`config.mk`:
```
export PLATFORM = sky130hd
export DESIGN_NAME = pkt_mem_tx_flat
export DESIGN_NICKNAME = d
export VERILOG_FILES = /design/src/rtl/pkt_mem_tx_if.sv /design/src/rtl/pkt_mem_tx.sv /design/src/flat_wrapper.sv
export SDC_FILE = /design/constraint.sdc
export NUM_CORES = 1
export LEC_CHECK = 0
export CAP_MARGIN = 20
export CORE_MARGIN = 10
export CORE_UTILIZATION = 25
export CTS_CLUSTER_SIZE = 12
export DETAILED_ROUTE_END_ITERATION = 6
export PLACE_DENSITY = 0.45
export SYNTH_ARGS = -nofsm -noshare
export SYNTH_HDL_FRONTEND = slang
export SYNTH_SLANG_ARGS = --single-unit
```
`constraint.sdc`:
```
create_clock -name iclk -period 6.7 [get_ports iclk]
set_clock_uncertainty 0.15 [all_clocks]
set_input_delay 0.67 -clock iclk [delete_from_list [all_inputs] [get_ports iclk]]
set_output_delay 0.67 -clock iclk [all_outputs]
set_load 0.01 [all_outputs]
```
`src/rtl/pkt_mem_tx_if.sv`:
```
// Bus between pkt_mem_tx and its length FIFO, packet memory and MAC transmit pins.
// master = the transmitter, slave = the FIFO/memory/MAC environment around it.
interface pkt_mem_tx_if #(
  parameter int pADDR_W = 14,
  parameter int pLEN_W  = 11
);
  logic               i_en;
  logic               i_fifo_empty;
  logic [pLEN_W-1:0]  i_fifo_len;
  logic               o_fifo_rd;
  logic [pADDR_W-1:0] o_mem_addr;
  logic [7:0]         i_mem_data;
  logic               o_tx_en;
  logic [7:0]         o_txd;
  logic               o_busy;
  logic               o_pkt_done;
  logic [pADDR_W-1:0] o_rd_base;

  modport master (
    input  i_en, i_fifo_empty, i_fifo_len, i_mem_data,
    output o_fifo_rd, o_mem_addr, o_tx_en, o_txd, o_busy, o_pkt_done, o_rd_base
  );
  modport slave (
    output i_en, i_fifo_empty, i_fifo_len, i_mem_data,
    input  o_fifo_rd, o_mem_addr, o_tx_en, o_txd, o_busy, o_pkt_done, o_rd_base
  );
endinterface

```
`src/rtl/pkt_mem_tx.sv`:
```
// Replays stored frames as preamble + SFD + data + IFG on a GMII-style byte stream.
// Define TX_APPEND_FCS_EN to append a CRC-32 trailer after the data bytes.
module pkt_mem_tx #(
  parameter int pADDR_W  = 14,
  parameter int pLEN_W   = 11,
  parameter int pPRE_LEN = 7,
  parameter int pIFG     = 12
) (
  input  logic          iclk,
  input  logic          i_rst_n,
  pkt_mem_tx_if.master  bus
);
  localparam int CNT_W = (pLEN_W > 16) ? pLEN_W : 16;
  localparam logic [CNT_W-1:0]   C1       = CNT_W'(1);
  localparam logic [CNT_W-1:0]   PRE_LAST = CNT_W'(pPRE_LEN - 1);
  localparam logic [CNT_W-1:0]   PRE_ADDR = CNT_W'((pPRE_LEN > 1) ? pPRE_LEN - 2 : 0);
  localparam logic [CNT_W-1:0]   IFG_LAST = CNT_W'(pIFG - 1);
  localparam logic [pADDR_W-1:0] A1       = pADDR_W'(1);

  typedef enum logic [2:0] {
    IDLE, LOAD, PRE, SFD, DATA, IFG
`ifdef TX_APPEND_FCS_EN
    , FCS
`endif
  } state_t;

  state_t             state;
  logic [CNT_W-1:0]   cnt;
  logic [pLEN_W-1:0]  len;
  logic [pADDR_W-1:0] base;
  logic [CNT_W-1:0]   len_last;

  assign len_last = CNT_W'(len) - C1;

`ifdef TX_APPEND_FCS_EN
  logic [31:0] crc;

  function automatic logic [31:0] crc_byte(input logic [31:0] c, input logic [7:0] d);
    logic [31:0] r;
    r = c ^ {24'd0, d};
    for (int i = 0; i < 8; i++) r = r[0] ? ((r >> 1) ^ 32'hEDB88320) : (r >> 1);
    return r;
  endfunction
`endif

  always_ff @(posedge iclk or negedge i_rst_n) begin
    if (!i_rst_n) begin
      state          <= IDLE;
      cnt            <= '0;
      len            <= '0;
      base           <= '0;
      bus.o_fifo_rd  <= 1'b0;
      bus.o_mem_addr <= '0;
      bus.o_tx_en    <= 1'b0;
      bus.o_txd      <= '0;
      bus.o_busy     <= 1'b0;
      bus.o_pkt_done <= 1'b0;
      bus.o_rd_base  <= '0;
`ifdef TX_APPEND_FCS_EN
      crc            <= '0;
`endif
    end else begin
      bus.o_fifo_rd  <= 1'b0;
      bus.o_pkt_done <= 1'b0;
      case (state)
        IDLE: if (bus.i_en && !bus.i_fifo_empty) begin
          state         <= LOAD;
          bus.o_fifo_rd <= 1'b1;
          bus.o_busy    <= 1'b1;
        end
        LOAD: begin
          len  <= bus.i_fifo_len;
          base <= bus.o_rd_base;
          cnt  <= '0;
`ifdef TX_APPEND_FCS_EN
          crc  <= '1;
`endif
          if (bus.i_fifo_len == '0) begin
            state      <= IDLE;
            bus.o_busy <= 1'b0;
          end else begin
            state       <= PRE;
            bus.o_tx_en <= 1'b1;
            bus.o_txd   <= 8'h55;
            if (pPRE_LEN == 1) bus.o_mem_addr <= bus.o_rd_base;
          end
        end
        PRE: if (cnt == PRE_LAST) begin
          // cnt parks at -1 so SFD and DATA share the "next byte index = cnt+1" path
          state          <= SFD;
          cnt            <= '1;
          bus.o_txd      <= 8'hD5;
          bus.o_mem_addr <= bus.o_mem_addr + A1;
        end else begin
          cnt <= cnt + C1;
          if (pPRE_LEN > 1 && cnt == PRE_ADDR) bus.o_mem_addr <= base;
        end
        SFD, DATA: if (state == DATA && cnt == len_last) begin
          cnt <= '0;
`ifdef TX_APPEND_FCS_EN
          state     <= FCS;
          bus.o_txd <= ~crc[7:0];
          crc       <= crc >> 8;
`else
          state       <= IFG;
          bus.o_tx_en <= 1'b0;
          bus.o_txd   <= '0;
`endif
        end else begin
          state          <= DATA;
          cnt            <= cnt + C1;
          bus.o_txd      <= bus.i_mem_data;
          bus.o_mem_addr <= bus.o_mem_addr + A1;
`ifdef TX_APPEND_FCS_EN
          crc <= crc_byte(crc, bus.i_mem_data);
`endif
          if (cnt + C1 == len_last) begin
            bus.o_rd_base <= base + pADDR_W'(len);
`ifndef TX_APPEND_FCS_EN
            bus.o_pkt_done <= 1'b1;
`endif
          end
        end
`ifdef TX_APPEND_FCS_EN
        FCS: if (cnt == CNT_W'(3)) begin
          state       <= IFG;
          cnt         <= '0;
          bus.o_tx_en <= 1'b0;
          bus.o_txd   <= '0;
        end else begin
          cnt       <= cnt + C1;
          bus.o_txd <= ~crc[7:0];
          crc       <= crc >> 8;
          if (cnt == CNT_W'(2)) bus.o_pkt_done <= 1'b1;
        end
`endif
        IFG: if (cnt == IFG_LAST) begin
          state      <= IDLE;
          bus.o_busy <= 1'b0;
        end else begin
          cnt <= cnt + C1;
        end
        default: state <= IDLE;
      endcase
    end
  end
endmodule

```
`src/flat_wrapper.sv`:
```
// flat-port wrapper written by rule: the top's interface ports become plain ports
module pkt_mem_tx_flat 
#(
  parameter int pADDR_W  = 14,
  parameter int pLEN_W   = 11,
  parameter int pPRE_LEN = 7,
  parameter int pIFG     = 12
)
  (iclk, i_rst_n, bus_i_en, bus_i_fifo_empty, bus_i_fifo_len, bus_i_mem_data, bus_o_fifo_rd, bus_o_mem_addr, bus_o_tx_en, bus_o_txd, bus_o_busy, bus_o_pkt_done, bus_o_rd_base);
  pkt_mem_tx_if #(.pADDR_W(pADDR_W), .pLEN_W(pLEN_W)) bus_i ();
  input  logic iclk;
  input  logic i_rst_n;
  input wire logic [$bits(bus_i.i_en)-1:0] bus_i_en;
  input wire logic [$bits(bus_i.i_fifo_empty)-1:0] bus_i_fifo_empty;
  input wire logic [$bits(bus_i.i_fifo_len)-1:0] bus_i_fifo_len;
  input wire logic [$bits(bus_i.i_mem_data)-1:0] bus_i_mem_data;
  output wire logic [$bits(bus_i.o_fifo_rd)-1:0] bus_o_fifo_rd;
  output wire logic [$bits(bus_i.o_mem_addr)-1:0] bus_o_mem_addr;
  output wire logic [$bits(bus_i.o_tx_en)-1:0] bus_o_tx_en;
  output wire logic [$bits(bus_i.o_txd)-1:0] bus_o_txd;
  output wire logic [$bits(bus_i.o_busy)-1:0] bus_o_busy;
  output wire logic [$bits(bus_i.o_pkt_done)-1:0] bus_o_pkt_done;
  output wire logic [$bits(bus_i.o_rd_base)-1:0] bus_o_rd_base;
  assign bus_i.i_en = bus_i_en;
  assign bus_i.i_fifo_empty = bus_i_fifo_empty;
  assign bus_i.i_fifo_len = bus_i_fifo_len;
  assign bus_i.i_mem_data = bus_i_mem_data;
  assign bus_o_fifo_rd = bus_i.o_fifo_rd;
  assign bus_o_mem_addr = bus_i.o_mem_addr;
  assign bus_o_tx_en = bus_i.o_tx_en;
  assign bus_o_txd = bus_i.o_txd;
  assign bus_o_busy = bus_i.o_busy;
  assign bus_o_pkt_done = bus_i.o_pkt_done;
  assign bus_o_rd_base = bus_i.o_rd_base;
  pkt_mem_tx #(.pADDR_W(pADDR_W), .pLEN_W(pLEN_W), .pPRE_LEN(pPRE_LEN), .pIFG(pIFG)) u_core (.iclk(iclk), .i_rst_n(i_rst_n), .bus(bus_i));
endmodule
```
==> impl_metrics.py, run 1 <==
metrics = {
    "critical_path": {
        "critPathKind": "register to register",
        "worst_setup_path_end_kind": "register",
        "arrival_ps": 4120,
        "cp.required_ps": 6780,
        "critPathMaxFanout": 30,
        "startpoint_type": "register",
        "r2r_cells": 11,
    },
    "floorplanning": {
        "dieWidth_um": 171,
        "die-area_mm2": 0.0293,
        "rows": 55,
        "initial_core_util_pct": 25.3,
        "pin_count": 63,
        "die_h_um": 171,
        "core_mm2": 0.0226,
    },
    "synth": {
        "ys_ff_latch": 84,
        "synth.top_cells.by_area": "dfrtp_1, mux2_2, ha_1",
        "synth_nets": 671,
        "synth_cells": 631,
        "synth_edf_count": 0,
        "syn_avg_cell_area_um2": 9.06,
        "yosysTopAreaCell": "dfrtp_1",
        "synth_top_cell_area_share_pct": 36.8,
        "async_flop_share_pct": 100,
        "synthesis.yosys.warnings": 0,
        "syn_area_mm2": 0.00572,
        "synth_top_flop_cell": "dfrtp_1",
        "yosysUniqueCellTypes": 70,
        "seq_area_frac_synth_pct": 36.8,
    },
    "route": {
        "ant_nets": 0,
        "first_iter_violations": 371,
        "postRouteWirelength_um": 18200,
        "vias": 5217,
        "drc_errors": 0,
        "drt-vias-per-instance": 5.42,
        "drt_pass1_iterations": 4,
        "wl_per_cell_um": 18.9,
    },
    "clock_tree": {
        "clock_latency_ps": 350,
        "post_cts_resized": 0,
        "cts_tree": "built",
        "cts_buffer_depth": 2,
        "cts_root_buf": "clkbuf_16",
        "postCtsHoldBufs": 0,
        "cts_buffers": 9,
        "postCtsSetupBuffers": 0,
        "cts_sinks": 84,
        "clk_pin_slew_ps": 60,
        "cts_max_level": 3,
    },
    "final_layout": {
        "antenna_cells": 0,
        "final_common_cell": "dfrtp_1",
        "drive_gt1_share_pct": 10.5,
        "final_cell_mix": "dfrtp_1, clkdlybuf4s50_1, nand2_1, nor2_1, a21oi_1",
        "nFillCells": 2377,
        "areaGrowthSynthToFinish_pct": 20.8,
        "design.final.nets": 713,
    },
    "global_route": {
        "top_usage_layer": "met2",
        "grt-ovfl-total": 0,
        "antenna_found_initial": 0,
        "grt_max_degree": 59,
        "first_global_vias": 4939,
        "grt_usage_pct": 12.6,
        "gr-usage-met3_pct": 2.77,
        "grt_util_met1_pct": 18.1,
        "grt_pass1_wl_um": 29100,
        "met2_usage_pct": 18.4,
    },
    "power_and_ir_drop": {
        "total_power_uw": 2790,
        "seqPwrFrac_pct": 32.0,
        "intPower_uw": 1600,
        "power.static_leakage_uw": 0.00276,
        "p_sw_uw": 1190,
        "p_per_area_mw_per_mm2": 404,
        "ir_drop_mv": 0.140,
        "p_sw_share_pct": 42.7,
        "power_frac_comb_pct": 48.6,
        "clockPowerShare_pct": 19.4,
    },
    "timing": {
        "worst_pin_slew_ps": 912,
        "finalCritPeriodShare_pct": 60.2,
        "setup_violations": 0,
        "fin_tns_setup_ps": 0,
        "fin_crit_ps": 4030,
        "final_hold_viol_count": 0,
        "slew_violations": 0,
        "max_clock_freq_ghz": 0.248,
        "relSlewSlack_pct": 37.6,
        "rsz0062_at_grt": "false",
    },
    "run": {
        "cap_viol_max_count": 0,
    },
    "place": {
        "dp.final_hpwl_um": 13400,
        "gp_congestion": 0.876,
        "io_buffers": 62,
    },
    "status": {
        "status": "finished, final reports clean",
    },
    "hold_path": {
        "hold_class": "primary input to async pin",
    },
}
[worst max-delay path, stage by stage (launching register included)]
cell and delay [ps]:
dfrtp_1 410, inv_1 130, ha_1 220, or4b_4 510
or4_1 520, a32oi_1 230, or4_1 310, a221o_1 160
buf_4 310, nor4b_4 380, buf_6 240, mux2_2 350
[power by group through the flow]
stage | Clock (uW) | Sequential, uW | Combinational (uW)
2_1_floorplan | 0 | 796 | 967
3_3_place_gp | 0 | 896 | 1340
3_5_place_dp | 0 | 903 | 1350
4_1_cts | 562 | 893 | 1360
5_1_grt | 578 | 927 | 1500
6_report | 542 | 893 | 1360
[cells by family (layout without fill, tap and decap cells)]
group | count (synthesis) | after routing | synth area share, %
AOI/OAI and AO/OA | 157 | 157 | 18.4
muxes | 36 | 36 | 7.55
and+or+nand+nor | 240 | 240 | 22.7
adders and majority gates | 17 | 17 | 3.85
buffers and inverters | 63 | 109 | 4.55
xor gates and xnor gates | 34 | 34 | 6.19
DFF | 84 | 84 | 36.8
[routing by layer]
layer  routed length [um]  vias up
met3                 1160       17
met4                  229        0
met2                 7950      162
met1                 8860     2610
li1                     -     2428
met5                    0        -
[synth_stat cells (4+ instances only)]
library cell and n:
nor2_1 44, inv_1 23, a31oi_1 21, o211ai_1 10, or2_2 6, nand4_1 10
or4_1 5, buf_2 13, o221ai_1 7, a21oi_1 35, or3_1 6, a22o_1 10
o21ai_0 25, nor3_1 21, dfrtp_1 84, clkbuf_1 23, nor4_1 7, and3_1 12
nand3_1 34, mux2_2 25, and2_1 10, mux2_4 8, xor2_1 8, o22ai_1 5
o21a_1 6, nand2_1 47, nand2b_1 5, o2111ai_1 5, ha_1 16, a2bb2oi_1 4
xnor2_1 22, a21o_1 4, and4_1 8, nor2b_1 7
[final timing paths]
kind                                     startpoint  slack [ps]                       to
min in group iclk               u_core.bus.o_txd[3]         350      u_core.bus.o_txd[3]
max in group asynchronous                   i_rst_n        5200     u_core.bus.o_fifo_rd
worst min register to register  u_core.bus.o_txd[3]         350      u_core.bus.o_txd[3]
worst max register to register        u_core.len[1]        2670  u_core.bus.o_rd_base[3]
worst max-delay path                  u_core.len[1]        2670  u_core.bus.o_rd_base[3]
worst min-delay path                        i_rst_n         100  u_core.bus.o_rd_base[6]
[per-stage QoR]
| step | hold slack (ps) | instances | worst slack [ps] | area (um^2) | utilization, % |
|---|---|---|---|---|---|
| 2_1_floorplan | 224 | 631 | 3410 | 5720 | - |
| 3_3_place_gp | 340 | 944 | 2310 | 6570 | 29.1 |
| 3_5_place_dp | 340 | 945 | 2230 | 6570 | 29.1 |
| 4_1_cts | 95.4 | 960 | 2240 | 6890 | 30.5 |
| 5_1_grt | 113 | 962 | 2410 | 6910 | 30.6 |
| 6_report | 95.2 | 962 | 2670 | 6910 | 30.6 |
[registers in the layout, summed over array words and instances (netlist names)]
signal,count
u_core.cnt,16
u_core.base,14
u_core.bus.o_mem_addr,14
u_core.bus.o_rd_base,14
u_core.len,11
u_core.bus.o_txd,8
u_core.state,3
u_core.bus.o_busy,1
u_core.bus.o_fifo_rd,1
u_core.bus.o_pkt_done,1
u_core.bus.o_tx_en,1
[final cells by class]
cell class                 count  area, um^2  share of cell area [%]
clock inverter                 6        90.1                    1.30
tap                          285         357                    5.16
timing repair buffer          70         682                    9.87
clock buffer                   9         225                    3.26
inverter                      24        90.1                    1.30
sequential                    84        2100                    30.4
multi-input combinational    484        3360                    48.7
(Power assumes the default switching activity.)
==> inputs of run 2 (changes only) <==
--- a/config.mk
+++ b/config.mk
@@ -10,7 +10,7 @@
 export CORE_UTILIZATION = 25
 export CTS_CLUSTER_SIZE = 12
 export DETAILED_ROUTE_END_ITERATION = 6
-export PLACE_DENSITY = 0.45
+export PLACE_DENSITY = 0.46
 export SYNTH_ARGS = -nofsm -noshare
 export SYNTH_HDL_FRONTEND = slang
 export SYNTH_SLANG_ARGS = --single-unit
==> constraint.sdc (replaced) <==
create_clock -name iclk -period 3.4 [get_ports iclk]
set_clock_uncertainty 0.15 [all_clocks]
set_input_delay 0.34 -clock iclk [delete_from_list [all_inputs] [get_ports iclk]]
set_output_delay 0.34 -clock iclk [all_outputs]
set_load 0.01 [all_outputs]
==> run 2 against run 1 <==
  * Count of clock-buffer cells in the layout is 2 higher
  * Fmax rose by 21%
  * Design area is 6.8% higher
  * Register-to-register slack lost 2600 ps
  * Sequential power up 79%
  * Critical path type unchanged
  * Utilization rose by 2.1 points
  * Routed wire length increased by 3.6%
  * Setup slack got worse by 2600 ps
  * Clock power rose by 90%
  * First-iteration DRC count up 11%
  * Via count increased by 1.0%
  * Power is 110% higher
==> impl_metrics.py, run 2 (synthesis gave the netlist of run 1 again) <==
metrics = {
    "final_layout": {
        "regMostFlops": "u_core.cnt",
        "design.final.nets": 765,
        "fin_cells": 1013,
        "areaGrowthSynthToFinish_pct": 29.1,
        "final_common_cell": "dfrtp_1",
        "antenna_cells": 0,
        "drive_gt1_share_pct": 18.4,
        "nFillCells": 2331,
        "largest_reg_flops": 16,
        "final_cell_mix": "dfrtp_1, clkdlybuf4s50_1, buf_4, nand2_1, nor2_1",
    },
    "critical_path": {
        "critPathMaxFanout": 6,
        "startpoint_type": "register",
        "arrival_ps": 3410,
        "r2r_cells": 11,
        "cp.required_ps": 3490,
        "critPathTopFamily": "simple AND/OR/NAND/NOR gates",
        "r2r_setup_slack_ps": 70,
        "critPathSlowestCell": "or4_4",
        "reg2reg_from": "u_core.len[0]",
        "cp_num_buf_inv": 3,
        "critPathMaxStageDelay_ps": 550,
        "reg2reg_to": "u_core.bus.o_rd_base[7]",
        "crit_chain": "inv_2 -> ha_4 -> or4b_4 -> o21ai_2 -> a32oi_2 -> or4_4 -> a221o_1 -> nor4b_4 -> buf_4 -> clkbuf_16 -> mux2_4",
        "worst_setup_path_end_kind": "register",
        "critPathKind": "register to register",
    },
    "floorplanning": {
        "pin_count": 63,
        "core_mm2": 0.0226,
        "initial_core_util_pct": 25.3,
        "die-area_mm2": 0.0293,
        "die_h_um": 171,
        "dieWidth_um": 171,
        "rows": 55,
    },
    "timing": {
        "rsz0062_at_grt": "false",
        "finalCritPeriodShare_pct": 97.8,
        "relSlewSlack_pct": 35.9,
        "setup_violations": 0,
        "slew_violations": 0,
        "fin_tns_setup_ps": 0,
        "worst_pin_slew_ps": 959,
        "max_clock_freq_ghz": 0.301,
        "final_hold_viol_count": 0,
        "fin_crit_ps": 3330,
    },
    "clock_tree": {
        "clock_latency_ps": 350,
        "clk_pin_slew_ps": 60,
        "cts_sinks": 84,
        "cts_buffers": 9,
        "cts_buffer_depth": 2,
        "cts_root_buf": "clkbuf_16",
        "cts_max_level": 3,
        "cts_tree": "built",
    },
    "global_route": {
        "first_global_vias": 5179,
        "grt_pass1_wl_um": 29300,
        "antenna_found_initial": 0,
        "grt_usage_pct": 12.7,
        "grt_max_degree": 45,
        "grt-ovfl-total": 0,
    },
    "power_and_ir_drop": {
        "power.static_leakage_uw": 0.00303,
        "p_per_area_mw_per_mm2": 785,
        "ir_drop_mv": 0.230,
    },
    "route": {
        "ant_nets": 0,
        "drt-vias-per-instance": 5.20,
        "wl_per_cell_um": 18.6,
        "drt_pass1_iterations": 5,
        "postRouteWirelength_um": 18900,
        "vias": 5270,
        "first_iter_violations": 411,
        "drc_errors": 0,
    },
    "status": {
        "status": "finished, final reports clean",
    },
    "place": {
        "place_inst": 990,
        "gp_congestion": 0.884,
        "io_buffers": 62,
        "dp.final_hpwl_um": 14000,
    },
    "run": {
        "cap_viol_max_count": 0,
    },
    "hold_path": {
        "min_path_cells": 1,
        "hp-start": "u_core.bus.o_txd[3]",
        "hold_class": "register to register",
        "hold_end": "u_core.bus.o_txd[3]",
    },
}
run 2: metrics by stage:
| stage | hold slack [ps] | power, uW | setup slack [ps] | instance area, um^2 | utilization [%] |
|---|---|---|---|---|---|
| global route | 372 | 6220 | 4.36 | 7380 | 32.7 |
| CTS | 355 | 5720 | 4.05 | 7240 | 32.1 |
| global placement | 243 | 4600 | 125 | 6940 | 30.7 |
| detailed placement | 254 | 4630 | 12.0 | 6940 | 30.7 |
| finish | 351 | 5790 | 73.6 | 7380 | 32.7 |
| floorplan | -106 | 3470 | 114 | 5720 | - |
run 2: final cells by class:
| type | count | area (um^2) | area share [%] |
|---|---|---|---|
| flip-flops and latches | 84 | 2100 | 28.5 |
| clock inverters | 3 | 46.3 | 0.627 |
| inverters | 24 | 90.1 | 1.22 |
| repair buffers | 122 | 1110 | 15.1 |
| multi-input cells | 484 | 3420 | 46.3 |
| well taps | 285 | 357 | 4.83 |
| clock buffers | 11 | 253 | 3.42 |
run 2: per-layer routing:
| metal | GRT usage, % | wire [um] | vias to the layer above |
|---|---|---|---|
| li1 | - | - | 2538 |
| met1 | 17.5 | 9320 | 2586 |
| met2 | 19.1 | 8120 | 131 |
| met3 | 3.05 | 1170 | 15 |
| met4 | 3.89 | 246 | 0 |
| met5 | 0 | 0 | - |
run 2: power breakdown:
group / internal [uW] / switching, uW / total [uW]
sequential: 1280 / 321 / 1600
combinational: 1480 / 1680 / 3160
clock: 605 / 430 / 1030
run 2: worst max-delay path by stage:
stage | start | to | slack [ps] | cells after the start
final | u_core.len[0] | u_core.bus.o_rd_base[7] | 70 | 11
after CTS | u_core.len[0] | u_core.cnt[9] | 4 | 11
after floorplan | u_core.len[1] | u_core.bus.o_rd_base[10] | 110 | 11
after global routing | u_core.len[1] | u_core.bus.o_rd_base[10] | 4 | 11
after detailed placement | u_core.len[0] | u_core.bus.o_rd_base[2] | 10 | 10
after global placement | u_core.len[0] | u_core.bus.o_mem_addr[11] | 120 | 10
run 2: repair_timing:
action / 4_1_cts / 5_1_grt
hold buffers: 1 / 0
gates resized for setup: 0 / 20
setup buffers: 0 / 7
endpoints found under the hold margin: 42 / 0
setup endpoints to repair: 0 / 39
==> inputs of run 3 (changes only) <==
--- a/config.mk
+++ b/config.mk
@@ -11,6 +11,7 @@
 export CTS_CLUSTER_SIZE = 12
 export DETAILED_ROUTE_END_ITERATION = 6
 export PLACE_DENSITY = 0.46
+export SETUP_SLACK_MARGIN = 0.05
 export SYNTH_ARGS = -nofsm -noshare
 export SYNTH_HDL_FRONTEND = slang
 export SYNTH_SLANG_ARGS = --single-unit
==> run 3 against run 2 <==
  * Combinational power barely moved
  * Design area rose by 1.1%
  * First-iteration DRC count fell by 4.1%
  * Via count rose by 0.34%
  * Flip-flop and latch count did not move
  * Setup slack improved by 41 ps
  * Power rose by 0.44%
  * Utilization rose by 0.37 points
  * Largest power group unchanged
  * Critical path depth fell by 1
  * Final cell count rose by 0.30%
==> impl_metrics.py, run 3 (synthesis gave the netlist of run 1 again) <==
metrics = {
    "global_route": {
        "grt_pass1_wl_um": 29600,
        "grt-ovfl-total": 0,
        "first_global_vias": 5218,
        "antenna_found_initial": 0,
        "grt_usage_pct": 12.8,
        "grt_max_degree": 45,
    },
    "route": {
        "met2WireLength_um": 8300,
        "first_iter_violations": 394,
        "wl_per_cell_um": 18.8,
        "drt_pass1_iterations": 4,
        "ant_nets": 0,
        "drt-met1-wl_um": 9440,
        "dr_wl_met3_um": 1130,
        "postRouteWirelength_um": 19100,
        "maxUsedRoutingLayer": "met4",
        "drc_errors": 0,
        "vias": 5288,
        "drt-vias-per-instance": 5.20,
    },
    "floorplanning": {
        "die-area_mm2": 0.0293,
        "rows": 55,
        "pin_count": 63,
        "core_mm2": 0.0226,
        "initial_core_util_pct": 25.3,
        "dieWidth_um": 171,
        "die_h_um": 171,
    },
    "final_layout": {
        "final_common_cell": "dfrtp_1",
        "areaGrowthSynthToFinish_pct": 30.5,
        "fin_cells": 1016,
        "design.final.nets": 768,
        "largest_reg_flops": 16,
        "antenna_cells": 0,
        "final_cell_mix": "dfrtp_1, clkdlybuf4s50_1, buf_4, nand2_1, nor2_1",
        "regMostFlops": "u_core.cnt",
        "nFillCells": 2339,
        "drive_gt1_share_pct": 19.6,
    },
    "timing": {
        "finalCritPeriodShare_pct": 96.6,
        "relSlewSlack_pct": 57.4,
        "worst_pin_slew_ps": 635,
        "max_clock_freq_ghz": 0.304,
        "setup_violations": 0,
        "final_hold_viol_count": 0,
        "slew_violations": 0,
        "fin_crit_ps": 3290,
        "fin_hold_ws_ps": 351,
        "rsz0062_at_grt": "true",
    },
    "place": {
        "place_inst": 990,
        "dp.final_hpwl_um": 14000,
        "gp_congestion": 0.884,
        "io_buffers": 62,
    },
    "power_and_ir_drop": {
        "intPower_uw": 3380,
        "clockPowerShare_pct": 17.7,
        "p_sw_share_pct": 41.9,
        "power.static_leakage_uw": 0.00307,
        "seqPwrFrac_pct": 27.5,
        "ir_drop_mv": 0.231,
        "p_sw_uw": 2440,
        "power_frac_comb_pct": 54.8,
        "p_per_area_mw_per_mm2": 779,
    },
    "clock_tree": {
        "cts_sinks": 84,
        "cts_tree": "built",
        "cts_buffer_depth": 2,
        "clk_pin_slew_ps": 60,
        "cts_max_level": 3,
        "clock_latency_ps": 350,
        "cts_buffers": 9,
        "cts_root_buf": "clkbuf_16",
    },
    "critical_path": {
        "worst_setup_path_end_kind": "register",
        "critPathMaxFanout": 6,
        "startpoint_type": "register",
        "arrival_ps": 3370,
        "critPathKind": "register to register",
        "cp.required_ps": 3480,
    },
    "status": {
        "status": "finished, final reports clean",
    },
    "hold_path": {
        "hold_class": "register to register",
    },
    "run": {
        "cap_viol_max_count": 0,
    },
}
## run 3: area by class of cell
class | count | area, um^2 | area share (%)
Clock buffer | 11 | 253 | 3.39
Clock inverter | 3 | 46.3 | 0.620
Inverter | 24 | 90.1 | 1.21
Multi-Input combinational cell | 484 | 3450 | 46.2
Sequential cell | 84 | 2100 | 28.2
Tap cell | 285 | 357 | 4.78
Timing Repair Buffer | 125 | 1160 | 15.6
## run 3: layer usage
layer / global-route usage [%] / vias to the layer above
met5: 0 / -
met1: 17.7 / 2601
met2: 19.2 / 136
li1: - / 2537
met4: 4.01 / 0
met3: 3.09 / 14
## run 3: critical path, stage by stage, from the launching register on
cell and delay [ps]:
dfrtp_1 410, inv_2 90, ha_4 120, or4b_4 500, or4_4 440, a32oi_2 210
or4_4 170, a221o_2 150, nor4b_4 370, clkbuf_16 250, mux2_4 290
## run 3: path summary, 6_finish.rpt
kind,from,endpoint,slack (ps),cells past startpoint
setup / recovery,u_core.len[1],u_core.bus.o_rd_base[7],110,10
hold / removal,u_core.bus.o_txd[3],u_core.bus.o_txd[3],350,1
setup reg to reg,u_core.len[1],u_core.bus.o_rd_base[7],110,10
hold reg to reg,u_core.bus.o_txd[3],u_core.bus.o_txd[3],350,1
max in group asynchronous,i_rst_n,u_core.base[6],1960,3
min in group asynchronous,i_rst_n,u_core.state[0],420,2
## run 3: metrics by stage
step                      area (um^2)  TNS, ps  total power [uW]  util (%)  worst slack [ps]
after floorplan                  5720        0              3470         -               114
after global routing             7460    -18.1              6250      33.1             -6.90
after detailed placement         6940        0              4630      30.7              12.0
after CTS                        7280        0              5750      32.3              10.6
after global placement           6940        0              4600      30.7               125
final                            7460        0              5820      33.1               115
## run 3: power by group through the flow
stage               Sequential [uW]  Clock (uW)  Combinational [uW]
global route                   1640        1110                3510
floorplan                      1570           0                1910
detailed placement             1610           0                3030
global placement               1600           0                3000
finish                         1600        1030                3180
CTS                            1590        1070                3090
## run 3: timing repair
item / in CTS / in global routing
pin swaps: 0 / 7
setup endpoints to repair: 16 / 36
gates cloned: 1 / 2
gates resized for setup: 7 / 22
hold buffers: 1 / 0
buffers inserted: 1 / 8
hold endpoints to repair: 42 / 0
